<file path="src/rtl/model_packer_pkg.sv">
// Shared types and helpers for the model input packer.
// Builds with or without MODEL_PACKER_PARITY_EN; the package itself does not depend on it.
package model_packer_pkg;

    typedef enum logic [1:0] {
        IDLE  = 2'd0,
        FILL0 = 2'd1,
        FILL1 = 2'd2,
        HOLD  = 2'd3
    } packer_state_e;

    localparam logic [4:0] DEFAULT_FILL_WORD = 5'h00;

    // Number of positions in a declared range, whichever way it runs.
    function automatic int packer_width(input int left, input int right);
        if (left >= right) begin
            return left - right + 1;
        end else begin
            return right - left + 1;
        end
    endfunction

endpackage

</file>
<file path="src/rtl/model_input_packer_if.sv">
// Stream-in / word-out bundle between a bit source, the packer and the model feeder.
// out_parity exists only when MODEL_PACKER_PARITY_EN is defined.
interface model_input_packer_if
    import model_packer_pkg::*;
#(
    parameter int LEFT  = 2,
    parameter int RIGHT = -2
);
    logic              in_valid;
    logic              in_ready;
    logic              in_bit;
    logic              in_last;
    logic              out_valid;
    logic              out_ready;
    logic [LEFT:RIGHT] out_i0;
    logic [RIGHT:LEFT] out_i1;
    logic              out_padded;
`ifdef MODEL_PACKER_PARITY_EN
    logic              out_parity;
`endif

    // Environment side: drives the bit stream and consumes words.
    modport master (
        output in_valid, in_bit, in_last, out_ready,
        input  in_ready, out_valid, out_i0, out_i1, out_padded
`ifdef MODEL_PACKER_PARITY_EN
        , input out_parity
`endif
    );

    // Packer side.
    modport slave (
        input  in_valid, in_bit, in_last, out_ready,
        output in_ready, out_valid, out_i0, out_i1, out_padded
`ifdef MODEL_PACKER_PARITY_EN
        , output out_parity
`endif
    );
endinterface

</file>
<file path="src/rtl/packer_idle_timer.sv">
// Idle-cycle counter that flags a forced flush of a partial word.
// TIMEOUT=0 removes the counter and never expires.
module packer_idle_timer #(
    parameter int TIMEOUT = 10
) (
    input  logic clk,
    input  logic rst,
    input  logic active,
    input  logic clear,
    output logic expire
);

    generate
        if (TIMEOUT == 0) begin : g_off
            logic unused_s;
            assign unused_s = ^{clk, rst, active, clear};
            assign expire   = 1'b0;
        end else begin : g_on
            localparam int TW = $clog2(TIMEOUT + 1);
            localparam logic [TW-1:0] LIMIT = TW'(TIMEOUT - 1);
            localparam logic [TW-1:0] ONE   = TW'(1);
            localparam logic [TW-1:0] ZERO  = TW'(0);

            logic [TW-1:0] cnt_q;
            logic [TW-1:0] cnt_d;
            logic          expire_s;

            // Expire on the edge where the count would reach TIMEOUT; a clear overrides it.
            always_comb begin
                cnt_d    = cnt_q;
                expire_s = 1'b0;
                if (clear || !active) begin
                    cnt_d = ZERO;
                end else if (cnt_q == LIMIT) begin
                    cnt_d    = ZERO;
                    expire_s = 1'b1;
                end else begin
                    cnt_d = cnt_q + ONE;
                end
            end

            // Counter register.
            always_ff @(posedge clk) begin
                if (rst) begin
                    cnt_q <= ZERO;
                end else begin
                    cnt_q <= cnt_d;
                end
            end

            assign expire = expire_s;
        end
    endgenerate

endmodule

</file>
<file path="src/rtl/model_input_packer.sv">
// Deserialises a bit stream into the model's i0 [LEFT:RIGHT] and i1 [RIGHT:LEFT] buses.
// Optional out_parity output is enabled by defining MODEL_PACKER_PARITY_EN.
module model_input_packer
    import model_packer_pkg::*;
#(
    parameter int LEFT  = 2,
    parameter int RIGHT = -2,
    parameter logic [packer_width(LEFT, RIGHT)-1:0] FILL_WORD = DEFAULT_FILL_WORD,
    parameter int FLUSH_TIMEOUT = 10
) (
    input  logic                 clk,
    input  logic                 rst,
    model_input_packer_if.slave  bus
);

    localparam int W  = packer_width(LEFT, RIGHT);
    localparam int CW = $clog2(2 * W + 1);
    localparam logic [CW-1:0] LAST_I0 = CW'(W - 1);
    localparam logic [CW-1:0] LAST_I1 = CW'(2 * W - 1);
    localparam logic [CW-1:0] ONE     = CW'(1);
    localparam logic [CW-1:0] ZERO    = CW'(0);

    packer_state_e state_q, state_d;
    logic [CW-1:0] bit_cnt_q, bit_cnt_d;
    logic [W-1:0]  i0_q, i0_d, i1_q, i1_d;
    logic [W-1:0]  place_i0_s, place_i1_s;
    logic          out_valid_q, out_valid_d;
    logic          out_padded_q, out_padded_d;
    logic          in_ready_q, in_ready_d;
    logic          accept_s, fill_active_s, expire_s;

    assign accept_s      = bus.in_valid & bus.in_ready;
    assign fill_active_s = (state_q == FILL0) || (state_q == FILL1);

    packer_idle_timer #(
        .TIMEOUT (FLUSH_TIMEOUT)
    ) u_idle_timer (
        .clk    (clk),
        .rst    (rst),
        .active (fill_active_s),
        .clear  (accept_s),
        .expire (expire_s)
    );

    // Staging words with the incoming bit written at the leftmost unfilled position
    // (flat bit W-1 is the left-declared end of either bus).
    always_comb begin
        place_i0_s = i0_q;
        place_i1_s = i1_q;
        for (int j = 0; j < W; j++) begin
            place_i0_s[W-1-j] = (bit_cnt_q == CW'(j))     ? bus.in_bit : i0_q[W-1-j];
            place_i1_s[W-1-j] = (bit_cnt_q == CW'(W + j)) ? bus.in_bit : i1_q[W-1-j];
        end
    end

    // Next-state logic; an accept always takes priority over the idle flush.
    always_comb begin
        state_d      = state_q;
        bit_cnt_d    = bit_cnt_q;
        i0_d         = i0_q;
        i1_d         = i1_q;
        out_valid_d  = out_valid_q;
        out_padded_d = out_padded_q;
        case (state_q)
            IDLE, FILL0, FILL1: begin
                if (accept_s) begin
                    i0_d      = place_i0_s;
                    i1_d      = place_i1_s;
                    bit_cnt_d = bit_cnt_q + ONE;
                    if (bus.in_last || (bit_cnt_q == LAST_I1)) begin
                        state_d      = HOLD;
                        out_valid_d  = 1'b1;
                        out_padded_d = (bit_cnt_q != LAST_I1);
                    end else if (bit_cnt_q >= LAST_I0) begin
                        state_d = FILL1;
                    end else begin
                        state_d = FILL0;
                    end
                end else if (expire_s) begin
                    state_d      = HOLD;
                    out_valid_d  = 1'b1;
                    out_padded_d = 1'b1;
                end else begin
                    state_d = state_q;
                end
            end
            HOLD: begin
                if (bus.out_ready) begin
                    state_d      = IDLE;
                    bit_cnt_d    = ZERO;
                    i0_d         = FILL_WORD;
                    i1_d         = FILL_WORD;
                    out_valid_d  = 1'b0;
                    out_padded_d = 1'b0;
                end else begin
                    state_d = HOLD;
                end
            end
            default: begin
                state_d      = IDLE;
                bit_cnt_d    = ZERO;
                i0_d         = FILL_WORD;
                i1_d         = FILL_WORD;
                out_valid_d  = 1'b0;
                out_padded_d = 1'b0;
            end
        endcase
        in_ready_d = (state_d != HOLD);
    end

    // State, counters and output word registers.
    always_ff @(posedge clk) begin
        if (rst) begin
            state_q      <= IDLE;
            bit_cnt_q    <= ZERO;
            i0_q         <= FILL_WORD;
            i1_q         <= FILL_WORD;
            out_valid_q  <= 1'b0;
            out_padded_q <= 1'b0;
            in_ready_q   <= 1'b1;
        end else begin
            state_q      <= state_d;
            bit_cnt_q    <= bit_cnt_d;
            i0_q         <= i0_d;
            i1_q         <= i1_d;
            out_valid_q  <= out_valid_d;
            out_padded_q <= out_padded_d;
            in_ready_q   <= in_ready_d;
        end
    end

`ifdef MODEL_PACKER_PARITY_EN
    logic parity_q;
    logic parity_d;

    // Parity tracks the word registers edge for edge, so it holds with them in HOLD.
    always_comb begin
        parity_d = ^{i0_d, i1_d};
    end

    // Parity register.
    always_ff @(posedge clk) begin
        if (rst) begin
            parity_q <= ^{FILL_WORD, FILL_WORD};
        end else begin
            parity_q <= parity_d;
        end
    end

    assign bus.out_parity = parity_q;
`endif

    // in_ready is forced low while reset is held, then comes straight up.
    assign bus.in_ready   = in_ready_q & ~rst;
    assign bus.out_valid  = out_valid_q;
    assign bus.out_i0     = i0_q;
    assign bus.out_i1     = i1_q;
    assign bus.out_padded = out_padded_q;

endmodule
</file>
<file path="src/flat_wrapper.sv">
// flat-port wrapper written by rule: the top's interface ports become plain ports
module model_input_packer_flat import model_packer_pkg::*;
#(
    parameter int LEFT  = 2,
    parameter int RIGHT = -2,
    parameter logic [packer_width(LEFT, RIGHT)-1:0] FILL_WORD = DEFAULT_FILL_WORD,
    parameter int FLUSH_TIMEOUT = 10
)
  (clk, rst, bus_in_valid, bus_in_bit, bus_in_last, bus_out_ready, bus_in_ready, bus_out_valid, bus_out_i0, bus_out_i1, bus_out_padded);
  model_input_packer_if #(.LEFT(LEFT), .RIGHT(RIGHT)) bus_i ();
  input  logic clk;
  input  logic rst;
  input wire logic [$bits(bus_i.in_valid)-1:0] bus_in_valid;
  input wire logic [$bits(bus_i.in_bit)-1:0] bus_in_bit;
  input wire logic [$bits(bus_i.in_last)-1:0] bus_in_last;
  input wire logic [$bits(bus_i.out_ready)-1:0] bus_out_ready;
  output wire logic [$bits(bus_i.in_ready)-1:0] bus_in_ready;
  output wire logic [$bits(bus_i.out_valid)-1:0] bus_out_valid;
  output wire logic [$bits(bus_i.out_i0)-1:0] bus_out_i0;
  output wire logic [$bits(bus_i.out_i1)-1:0] bus_out_i1;
  output wire logic [$bits(bus_i.out_padded)-1:0] bus_out_padded;
  assign bus_i.in_valid = bus_in_valid;
  assign bus_i.in_bit = bus_in_bit;
  assign bus_i.in_last = bus_in_last;
  assign bus_i.out_ready = bus_out_ready;
  assign bus_in_ready = bus_i.in_ready;
  assign bus_out_valid = bus_i.out_valid;
  assign bus_out_i0 = bus_i.out_i0;
  assign bus_out_i1 = bus_i.out_i1;
  assign bus_out_padded = bus_i.out_padded;
  model_input_packer #(.LEFT(LEFT), .RIGHT(RIGHT), .FILL_WORD(FILL_WORD), .FLUSH_TIMEOUT(FLUSH_TIMEOUT)) u_core (.clk(clk), .rst(rst), .bus(bus_i));
endmodule
</file>
<file path="config.mk">
export PLATFORM = sky130hd
export DESIGN_NAME = model_input_packer_flat
export DESIGN_NICKNAME = d
export VERILOG_FILES = /design/src/rtl/model_packer_pkg.sv /design/src/rtl/model_input_packer_if.sv /design/src/rtl/packer_idle_timer.sv /design/src/rtl/model_input_packer.sv /design/src/flat_wrapper.sv
export SDC_FILE = /design/constraint.sdc
export NUM_CORES = 1
export LEC_CHECK = 0
export CAP_MARGIN = 0
export CORE_AREA = 5 5 58 47
export CTS_BUF_LIST = sky130_fd_sc_hd__clkbuf_2 sky130_fd_sc_hd__clkbuf_4 sky130_fd_sc_hd__clkbuf_8
export CTS_CLUSTER_DIAMETER = 200
export CTS_CLUSTER_SIZE = 10
export DETAILED_ROUTE_END_ITERATION = 6
export DIE_AREA = 0 0 63 52
export MAX_ROUTING_LAYER = met4
export PLACE_DENSITY_LB_ADDON = 0.3
export SKIP_LAST_GASP = 1
export SYNTH_ARGS = -nofsm -noshare
export SYNTH_HDL_FRONTEND = slang
export SYNTH_SLANG_ARGS = --single-unit
</file>
<file path="constraint.sdc">
create_clock -name clk -period 5 [get_ports clk]
set_clock_uncertainty 0.15 [all_clocks]
set_input_delay 1 -clock clk [delete_from_list [all_inputs] [get_ports clk]]
set_output_delay 1 -clock clk [all_outputs]
set_load 0.02 [all_outputs]
</file>
==> key figures, run 1 <==
Yosys
  – Synth Area in XOR/XNOR: 1.54%
  – Syn nets: 139
  – Synth Instances: 126
  – Synthesis warning total: 0
  – Main synth FF type: dfxtp_1
  – Count leader, synth: dfxtp_1
  – Cell Area, Synth: 0.00114 mm2
  – Async S/R FF share, synth: 0%
  – Top cells by area, synth: dfxtp_1, ha_1, mux2i_1, nand3_1, nand2_1
  – Post-synthesis mux area share: 7.03%
  – Distinct cells, synth: 34
  – Adder-cell share of the synthesized area: 7.68%
  – Avg Inst Size Synth: 9.05 um2
  – #FFs+latches synth: 23
  – Post-synth EDFFs: 0
  – Post-synth top cells: dfxtp_1, nand2_1, nand3_1
  – Compound-cell area share of the yosys netlist: 15.6%
  – Main combinational cell family by area after synthesis: simple AND/OR/NAND/NOR gates
  – Area leader, netlist: dfxtp_1
  – Yosys top cell area share: 40.4%
  – Post-synthesis simple-gate area fraction: 21.1%
  – Sequential element share of the synthesized area: 40.4%

Timing
  – Unrepaired setup endpoints after global routing: no
  – # setup viols final: 0
  – Normalized max-slew margin: 44.3%
  – Number of max-slew violations in the final report: 0
  – Setup TNS Final: 0 ps
  – WHS: 321 ps
  – Final hold vios: 0
  – Max frequency: 280 MHz
  – Final period utilization: 71.5%
  – Worst slew pin tran: 835 ps
  – Post-route minimum period: 3580 ps

Route
  – DRT iter0 DRCs: 22
  – Drt wl/cell: 13.5 um
  – Initial DRT Pass Iterations: 4
  – Total wire length: 2260 um
  – Via count: 944
  – Vias per inst: 5.65
  – Post-route ant nets: 0
  – # DRC: 0

Power
  – Maximum VDD drop: 0.211 mV
  – Clk pwr share: 27.4%
  – Pwr/cell area: 252 mW/mm2
  – Sw Share: 28.2%
  – Share of power burned in registers: 58.2%
  – Leakage: 0.525 nW
  – Total net switching power: 0.0000951 W
  – Design Power: 0.000338 W
  – Comb pwr share: 14.4%
  – Internal: 0.000243 W

Global routing
  – Number of global-route vias before repair: 888
  – Largest net degree at the start of global routing: 15
  – First-pass GRT wire length: 3950 um
  – GRT overflow: 0
  – Tot GR Track Use: 15.9%
  – Initial antenna violation count: 0

CTS
  – Clock buffer depth: 2
  – Clk pin slew, worst setup/hold paths: 130 ps
  – Root Buffer Master: clkbuf_4
  – Worst-Skew Late Latency: 330 ps
  – CTS tree: done
  – Cts bufs inserted: 3
  – CTS hold repair buffers: 0
  – Clk sinks: 23
  – # Post-CTS Setup Buffers: 0
  – H-tree levels: 1
  – PostCTS Resize Cnt: 0

Final layout
  – N_diodes: 0
  – Share of layout cells above drive strength 1: 4.23%
  – Final #Nets: 156
  – Fill count: 181
  – Area growth, synth to finish: 17.5%

Worst setup path
  – WS Path Type: primary input to output port
  – Beginning of the worst register-to-register path: u_core.state_q[0]
  – Critical Path RT: 3850 ps
  – RR Endpoint: u_core.state_q[0]
  – Crit path launch type: primary input
  – Crit path capture type: output port
  – R2r setup slk: 3080 ps
  – Worst Path Arrival: 2430 ps
  – R2R depth: 4
  – Crit Path Max Fanout: 11

Floorplan
  – Initial Utilization: 52.8%
  – Core footprint: 0.00216 mm2
  – Die W: 63 um
  – Core Rows: 15
  – Die span in y: 52 um
  – Top Ports: 19
  – Area of the die: 0.00328 mm2

Hold path
  – Hold Startpoint: u_core.bus.out_i1[-1]
  – WHS Endpoint: u_core.bus.out_i1[-1]
  – Worst hold path type: flip-flop to flip-flop
  – Worst hold stages: 2

Placement
  – IO buf count: 18
  – Placer Congestion: 0.807
  – DPL Wire Length: 1670 um

Run
  – Max_cap viols: 0

Outcome
  – Status: finished, final reports clean
==> layer usage <==
metal / track usage [%] / wire [um] / vias up
met1: 20.6 / 1140 / 435
met4: 7.42 / 50 / 0
li1: - / - / 482
met3: 4.54 / 109 / 5
met2: 22.9 / 965 / 22
met5: - / 0 / -
==> logic make-up (layout without fill, tap and decap cells) <==
logic type	after synthesis	in the layout
xor gates and xnor gates	2	2
DFF	23	23
AOI/OAI and AO/OA	25	25
adders and majority gates	7	7
and+or+nand+nor	46	46
buffers and inverters	15	31
muxes	8	8
==> layout make-up <==
class	instances	area, um2	share of cell area (%)
inverter	9	33.8	2.52
multi-input combinational	88	603	45.0
clock buffer	3	22.5	1.68
sequential	23	460	34.4
tap	25	31.3	2.34
clock inverter	1	7.51	0.561
timing repair buffer	18	180	13.5
==> critical path: stages <==
cell and delay, ps:
clkdlybuf4s50_1 610, nor2b_1 190, clkdlybuf4s50_1 610
==> layout by cell type (no fill, tap or decap), types with 2 or more instances in the layout <==
| cell | n |
|---|---|
| a21oi_1 | 8 |
| clkbuf_4 | 3 |
| clkdlybuf4s50_1 | 18 |
| dfxtp_1 | 23 |
| ha_1 | 7 |
| inv_1 | 9 |
| mux2i_1 | 8 |
| nand2_1 | 15 |
| nand3_1 | 12 |
| nor2_1 | 6 |
| nor2b_1 | 2 |
| o211ai_1 | 3 |
| o21ai_0 | 2 |
| o41ai_1 | 2 |
| or3_1 | 4 |
==> sequential cells by signal (all words and copies together), names as in the netlist <==
| signal | cells |
|---|---|
| u_core.bit_cnt_q | 4 |
| u_core.bus.out_i0 | 3 |
| u_core.bus.out_i0[-1] | 1 |
| u_core.u_idle_timer.g_on.cnt_q | 4 |
| u_core.bus.out_i1[-1] | 1 |
| u_core.bus.out_i1[-2] | 1 |
| u_core.bus.out_padded | 1 |
| u_core.bus.out_valid | 1 |
| u_core.bus.out_i0[-2] | 1 |
| u_core.state_q | 2 |
| u_core.in_ready_q | 1 |
| u_core.bus.out_i1 | 3 |
==> worst max path at each step <==
stage	start	to	slack, ps	cells after the start
global route	rst	bus_in_ready	1380	3
detailed placement	rst	bus_in_ready	1430	3
finish	rst	bus_in_ready	1420	3
floorplan	rst	bus_in_ready	2380	2
global placement	rst	bus_in_ready	1450	3
CTS	rst	bus_in_ready	1430	3
==> power groups by stage <==
stage	logic (W)	registers (W)	clock network, W
final	0.0000486	0.000197	0.0000924
after global routing	0.0000537	0.000198	0.000103
after CTS	0.0000487	0.000197	0.0000948
after detailed placement	0.0000484	0.000201	0
after global placement	0.0000477	0.000200	0
after floorplan	0.0000293	0.000203	0
==> through the flow <==
step                      setup WS, ps  util, %  instances  instance area, um2
after CTS                         1430     62.0        167                1340
after global placement            1450     60.6        163                1310
after detailed placement          1430     60.6        163                1310
after global routing              1380     62.0        167                1340
final                             1420     62.0        167                1340
after floorplan                   2380        -        126                1140
(Power assumes the default switching activity.)
==> run 2, diff against run 1 <==
--- a/config.mk
+++ b/config.mk
@@ -6,12 +6,12 @@
 export NUM_CORES = 1
 export LEC_CHECK = 0
 export CAP_MARGIN = 0
-export CORE_AREA = 5 5 58 47
+export CORE_AREA = 5 5 62 50
 export CTS_BUF_LIST = sky130_fd_sc_hd__clkbuf_2 sky130_fd_sc_hd__clkbuf_4 sky130_fd_sc_hd__clkbuf_8
 export CTS_CLUSTER_DIAMETER = 200
 export CTS_CLUSTER_SIZE = 10
 export DETAILED_ROUTE_END_ITERATION = 6
-export DIE_AREA = 0 0 63 52
+export DIE_AREA = 0 0 67 55
 export MAX_ROUTING_LAYER = met4
 export PLACE_DENSITY_LB_ADDON = 0.3
 export SKIP_LAST_GASP = 1
==> constraint.sdc (replaced) <==
create_clock -name clk -period 2.95 [get_ports clk]
set_clock_uncertainty 0.15 [all_clocks]
set_input_delay 0.59 -clock clk [delete_from_list [all_inputs] [get_ports clk]]
set_output_delay 0.59 -clock clk [all_outputs]
set_load 0.02 [all_outputs]
==> run 2 against run 1 <==
Sequential power is 70% higher. Sequential share of layout area down 0.72 points. Final cell count up 7.8%. Via count is 3.4% higher. Combinational power is 78% higher. Critical path depth unchanged. Highest routed layer is now met3.
==> key figures, run 2 (synthesized netlist as in run 1, its figures left out) <==
Outcome
  – Status: finished, final reports clean

Power
  – Internal: 0.000423 W
  – Share of power burned in registers: 57.9%
  – Leakage: 0.539 nW
  – Comb pwr share: 15.0%
  – Total net switching power: 0.000154 W
  – Design Power: 0.000577 W
  – Clk pwr share: 27.1%
  – Pwr/cell area: 422 mW/mm2
  – Sw Share: 26.7%
  – Maximum VDD drop: 0.255 mV

Placement
  – DP Area: 0.00134 mm2
  – Placer Congestion: 0.756
  – Placed cells: 176
  – DPL Wire Length: 1820 um
  – IO buf count: 18

CTS
  – CTS hold repair buffers: 0
  – PostCTS Resize Cnt: 0
  – # Post-CTS Setup Buffers: 0
  – Cts bufs inserted: 3
  – Root Buffer Master: clkbuf_4
  – CTS tree: done
  – Clk sinks: 23
  – Clock buffer depth: 2
  – Clk pin slew, worst setup/hold paths: 120 ps
  – Worst-Skew Late Latency: 310 ps
  – H-tree levels: 1

Worst setup path
  – Crit path launch type: primary input
  – Crit path capture type: output port
  – WS Path Type: primary input to output port
  – Crit Path Max Fanout: 2
  – Worst Path Arrival: 1750 ps
  – Critical Path RT: 2210 ps

Final layout
  – N_diodes: 0
  – Commonest cells after routing, fill and taps aside: dfxtp_1, clkdlybuf4s50_1, nand2_1, nand3_1, inv_1
  – Fill count: 248
  – Share of layout cells above drive strength 1: 5.56%
  – Final #Nets: 158
  – Most common cell after layout, fill and taps aside: dfxtp_1
  – Fin cells: 180
  – Design area: 0.00137 mm2
  – Area growth, synth to finish: 20.0%
  – Top flop regs: u_core.bit_cnt_q: 4 flops, u_core.u_idle_timer.g_on.cnt_q: 4 flops

Route
  – Post-route ant nets: 0
  – Via count: 976
  – Drt wl/cell: 13.4 um
  – Initial DRT Pass Iterations: 4
  – Total wire length: 2410 um
  – DRT iter0 DRCs: 51
  – Vias per inst: 5.42
  – # DRC: 0

Floorplan
  – Die span in y: 55 um
  – Die W: 67 um
  – Initial Utilization: 46.3%
  – Top Ports: 19
  – Core Rows: 16
  – Area of the die: 0.00369 mm2
  – Core footprint: 0.00246 mm2

Timing
  – Post-route minimum period: 2490 ps
  – Normalized max-slew margin: 69.1%
  – Max frequency: 401 MHz
  – Final period utilization: 84.5%
  – Setup TNS Final: 0 ps
  – Worst slew pin tran: 461 ps
  – Unrepaired setup endpoints after global routing: no
  – # setup viols final: 0
  – Final hold vios: 0
  – Number of max-slew violations in the final report: 0
  – WHS: 314 ps

Global routing
  – Largest net degree at the start of global routing: 13
  – First-pass GRT wire length: 4080 um
  – Tot GR Track Use: 15.1%
  – Number of global-route vias before repair: 911
  – Initial antenna violation count: 0
  – GRT overflow: 0

Hold path
  – Worst hold path type: flip-flop to flip-flop

Run
  – Max_cap viols: 0
==> run 2: stage by stage <==
stage | utilization, % | setup slack [ps]
finish | 55.5 | 457
global placement | 54.3 | 436
floorplan | - | 1150
detailed placement | 54.3 | 438
CTS | 55.5 | 438
global route | 55.5 | 422
==> run 2: path summary, 6_finish.rpt <==
kind | cells after the start | end | startpoint | slack (ps)
max | 3 | bus_in_ready | rst | 460
min | 2 | u_core.bus.out_i1[0] | u_core.bus.out_i1[0] | 310
max reg2reg | 4 | u_core.bit_cnt_q[3] | u_core.state_q[0] | 1050
min reg2reg | 2 | u_core.bus.out_i1[0] | u_core.bus.out_i1[0] | 310
==> run 2: layer usage <==
metal  up-vias  track usage [%]  share of wire, %
li1        486                -                 -
met1       461             18.2                49
met2        29             25.3                46
met3         0             4.24               5.0
met4         0             3.37                 0
met5         -                -                 0
==> run 2: critical path, cell delays in order <==
cell and delay (ps):
clkdlybuf4s50_1 440, nor2b_1 120, clkdlybuf4s50_1 610
==> run 2: power groups by stage <==
stage / Sequential, W / Combinational [W] / Clock, W
after CTS: 0.000334 / 0.0000865 / 0.000159
after floorplan: 0.000344 / 0.0000497 / 0
after detailed placement: 0.000341 / 0.0000861 / 0
after global routing: 0.000336 / 0.0000945 / 0.000173
after global placement: 0.000340 / 0.0000837 / 0
final: 0.000334 / 0.0000866 / 0.000156
==> run 2: layout make-up <==
cell class                 instances  area, um2  share of cell area (%)
multi-input combinational         88        603                    44.1
clock buffer                       4       30.0                    2.20
timing repair buffer              20        195                    14.3
tap                               36       45.0                    3.29
inverter                           9       33.8                    2.47
sequential                        23        460                    33.7
==> run 3, diff against run 2 <==
==> constraint.sdc (replaced) <==
create_clock -name clk -period 2.15 [get_ports clk]
set_clock_uncertainty 0.15 [all_clocks]
set_input_delay 0.43 -clock clk [delete_from_list [all_inputs] [get_ports clk]]
set_output_delay 0.43 -clock clk [all_outputs]
set_load 0.02 [all_outputs]
==> run 3 against run 2 <==
Final cell count increased by 1.7%. Sequential power increased by 37%. Highest routed layer unchanged. Sequential share of layout area decreased by 0.52 points. Via count rose by 2.0%. Die area did not move. Critical path depth stayed put. Non-clock buffer count rose by 3. Wire length rose by 3.7%.
==> key figures, run 3 (synthesized netlist as in run 1, its figures left out) <==
Route
  – Post-route ant nets: 0
  – Initial DRT Pass Iterations: 4
  – Via count: 996
  – Vias per inst: 5.44
  – Total wire length: 2490 um
  – DRT iter0 DRCs: 42
  – Drt wl/cell: 13.6 um
  – # DRC: 0

Global routing
  – Number of global-route vias before repair: 966
  – First-pass GRT wire length: 4360 um
  – GRT overflow: 0
  – Largest net degree at the start of global routing: 13
  – Tot GR Track Use: 16.0%
  – Initial antenna violation count: 0

Timing
  – Post-route minimum period: 1930 ps
  – # setup viols final: 0
  – Worst slew pin tran: 490 ps
  – Unrepaired setup endpoints after global routing: no
  – Number of max-slew violations in the final report: 0
  – Max frequency: 519 MHz
  – Final hold vios: 0
  – Final period utilization: 89.6%
  – Normalized max-slew margin: 67.1%

Power
  – Pwr/cell area: 571 mW/mm2
  – Maximum VDD drop: 0.433 mV
  – Leakage: 0.555 nW

Floorplan
  – Top Ports: 19
  – Core footprint: 0.00246 mm2
  – Die span in y: 55 um
  – Die W: 67 um
  – Initial Utilization: 46.3%
  – Area of the die: 0.00369 mm2
  – Core Rows: 16

Placement
  – Placed cells: 179
  – IO buf count: 18
  – DPL Wire Length: 1940 um
  – Placer Congestion: 0.722
  – DP Area: 0.00136 mm2

Final layout
  – Most common cell after layout, fill and taps aside: dfxtp_1
  – Design area: 0.00139 mm2
  – Area growth, synth to finish: 21.8%
  – N_diodes: 0
  – Final core occ: 56.4%
  – Commonest cells after routing, fill and taps aside: dfxtp_1, clkdlybuf4s50_1, nand2_1, nand3_1, inv_1
  – Register area: 460 um2
  – Fill count: 238
  – Multi-input logic area: 603 um2
  – Fin cells: 183
  – Top flop regs: u_core.bit_cnt_q: 4 flops, u_core.u_idle_timer.g_on.cnt_q: 4 flops
  – Final #Nets: 161
  – Share of layout cells above drive strength 1: 7.48%

Hold path
  – WHS Endpoint: u_core.bus.out_i0[-1]
  – Worst hold stages: 2
  – Worst hold path type: flip-flop to flip-flop
  – Hold Startpoint: u_core.bus.out_i0[-1]

Worst setup path
  – Crit path capture type: output port
  – Crit Path Max Fanout: 2
  – Beginning of the worst register-to-register path: u_core.bit_cnt_q[1]
  – Crit path launch type: primary input
  – Critical Path RT: 1570 ps
  – RR Endpoint: u_core.state_q[0]
  – Worst Path Arrival: 1350 ps
  – WS Path Type: primary input to output port
  – R2r setup slk: 380 ps
  – R2R depth: 5

CTS
  – Root Buffer Master: clkbuf_4
  – Cts bufs inserted: 3
  – Clock buffer depth: 2
  – Clk pin slew, worst setup/hold paths: 120 ps
  – CTS hold repair buffers: 0
  – # Post-CTS Setup Buffers: 0
  – Clk sinks: 23
  – H-tree levels: 1
  – PostCTS Resize Cnt: 1
  – CTS tree: done
  – Worst-Skew Late Latency: 310 ps

Outcome
  – Status: finished, final reports clean

Run
  – Max_cap viols: 0
==> run 3: changes by cell type in the layout (fill, tap and decap cells not counted) <==
cell             delta
buf_4               +3
clkdlybuf4s50_1     -1
dlygate4sd2_1       +1
==> run 3: final cells by class <==
| class | count | area share (%) |
|---|---|---|
| Clock buffer | 4 | 2.16 |
| Inverter | 9 | 2.43 |
| Multi-Input combinational cell | 88 | 43.4 |
| Sequential cell | 23 | 33.2 |
| Tap cell | 36 | 3.24 |
| Timing Repair Buffer | 23 | 15.6 |
==> run 3: report_power, final <==
part | switching, W | internal [W] | total, W
logic | 0.0000674 | 0.0000551 | 0.000122
registers | 0.0000165 | 0.000443 | 0.000459
clock network | 0.000126 | 0.0000850 | 0.000211
==> run 3: worst max path at each step <==
stage | startpoint | to | slack (ps) | cells after the start
floorplan | u_core.bit_cnt_q[1] | u_core.bus.out_i1[2] | 570 | 6
finish | rst | bus_in_ready | 220 | 3
global placement | rst | bus_in_ready | -50 | 3
CTS | rst | bus_in_ready | 210 | 3
global route | rst | u_core.state_q[0] | 130 | 5
detailed placement | rst | u_core.state_q[0] | -100 | 5
==> run 3: metal layers <==
metal	up-vias	share of wire, %	GRT usage [%]
met2	30	48	26.9
li1	492	-	-
met1	474	45	19.5
met5	-	0	-
met3	0	7.5	5.25
met4	0	0	2.02
==> run 3: critical path: stages <==
cell	delay [ps]
clkdlybuf4s50_1	450
nor2b_1	130
dlygate4sd2_1	340
==> run 3: through the flow <==
stage               setup TNS (ps)  power (W)  hold WS, ps  worst slack (ps)
floorplan                        0   0.000540          283               575
global placement             -46.4   0.000586          298             -46.4
detailed placement            -312   0.000591          302              -100
CTS                              0   0.000803          318               212
global route                     0   0.000837          336               129
finish                           0   0.000793          315               223
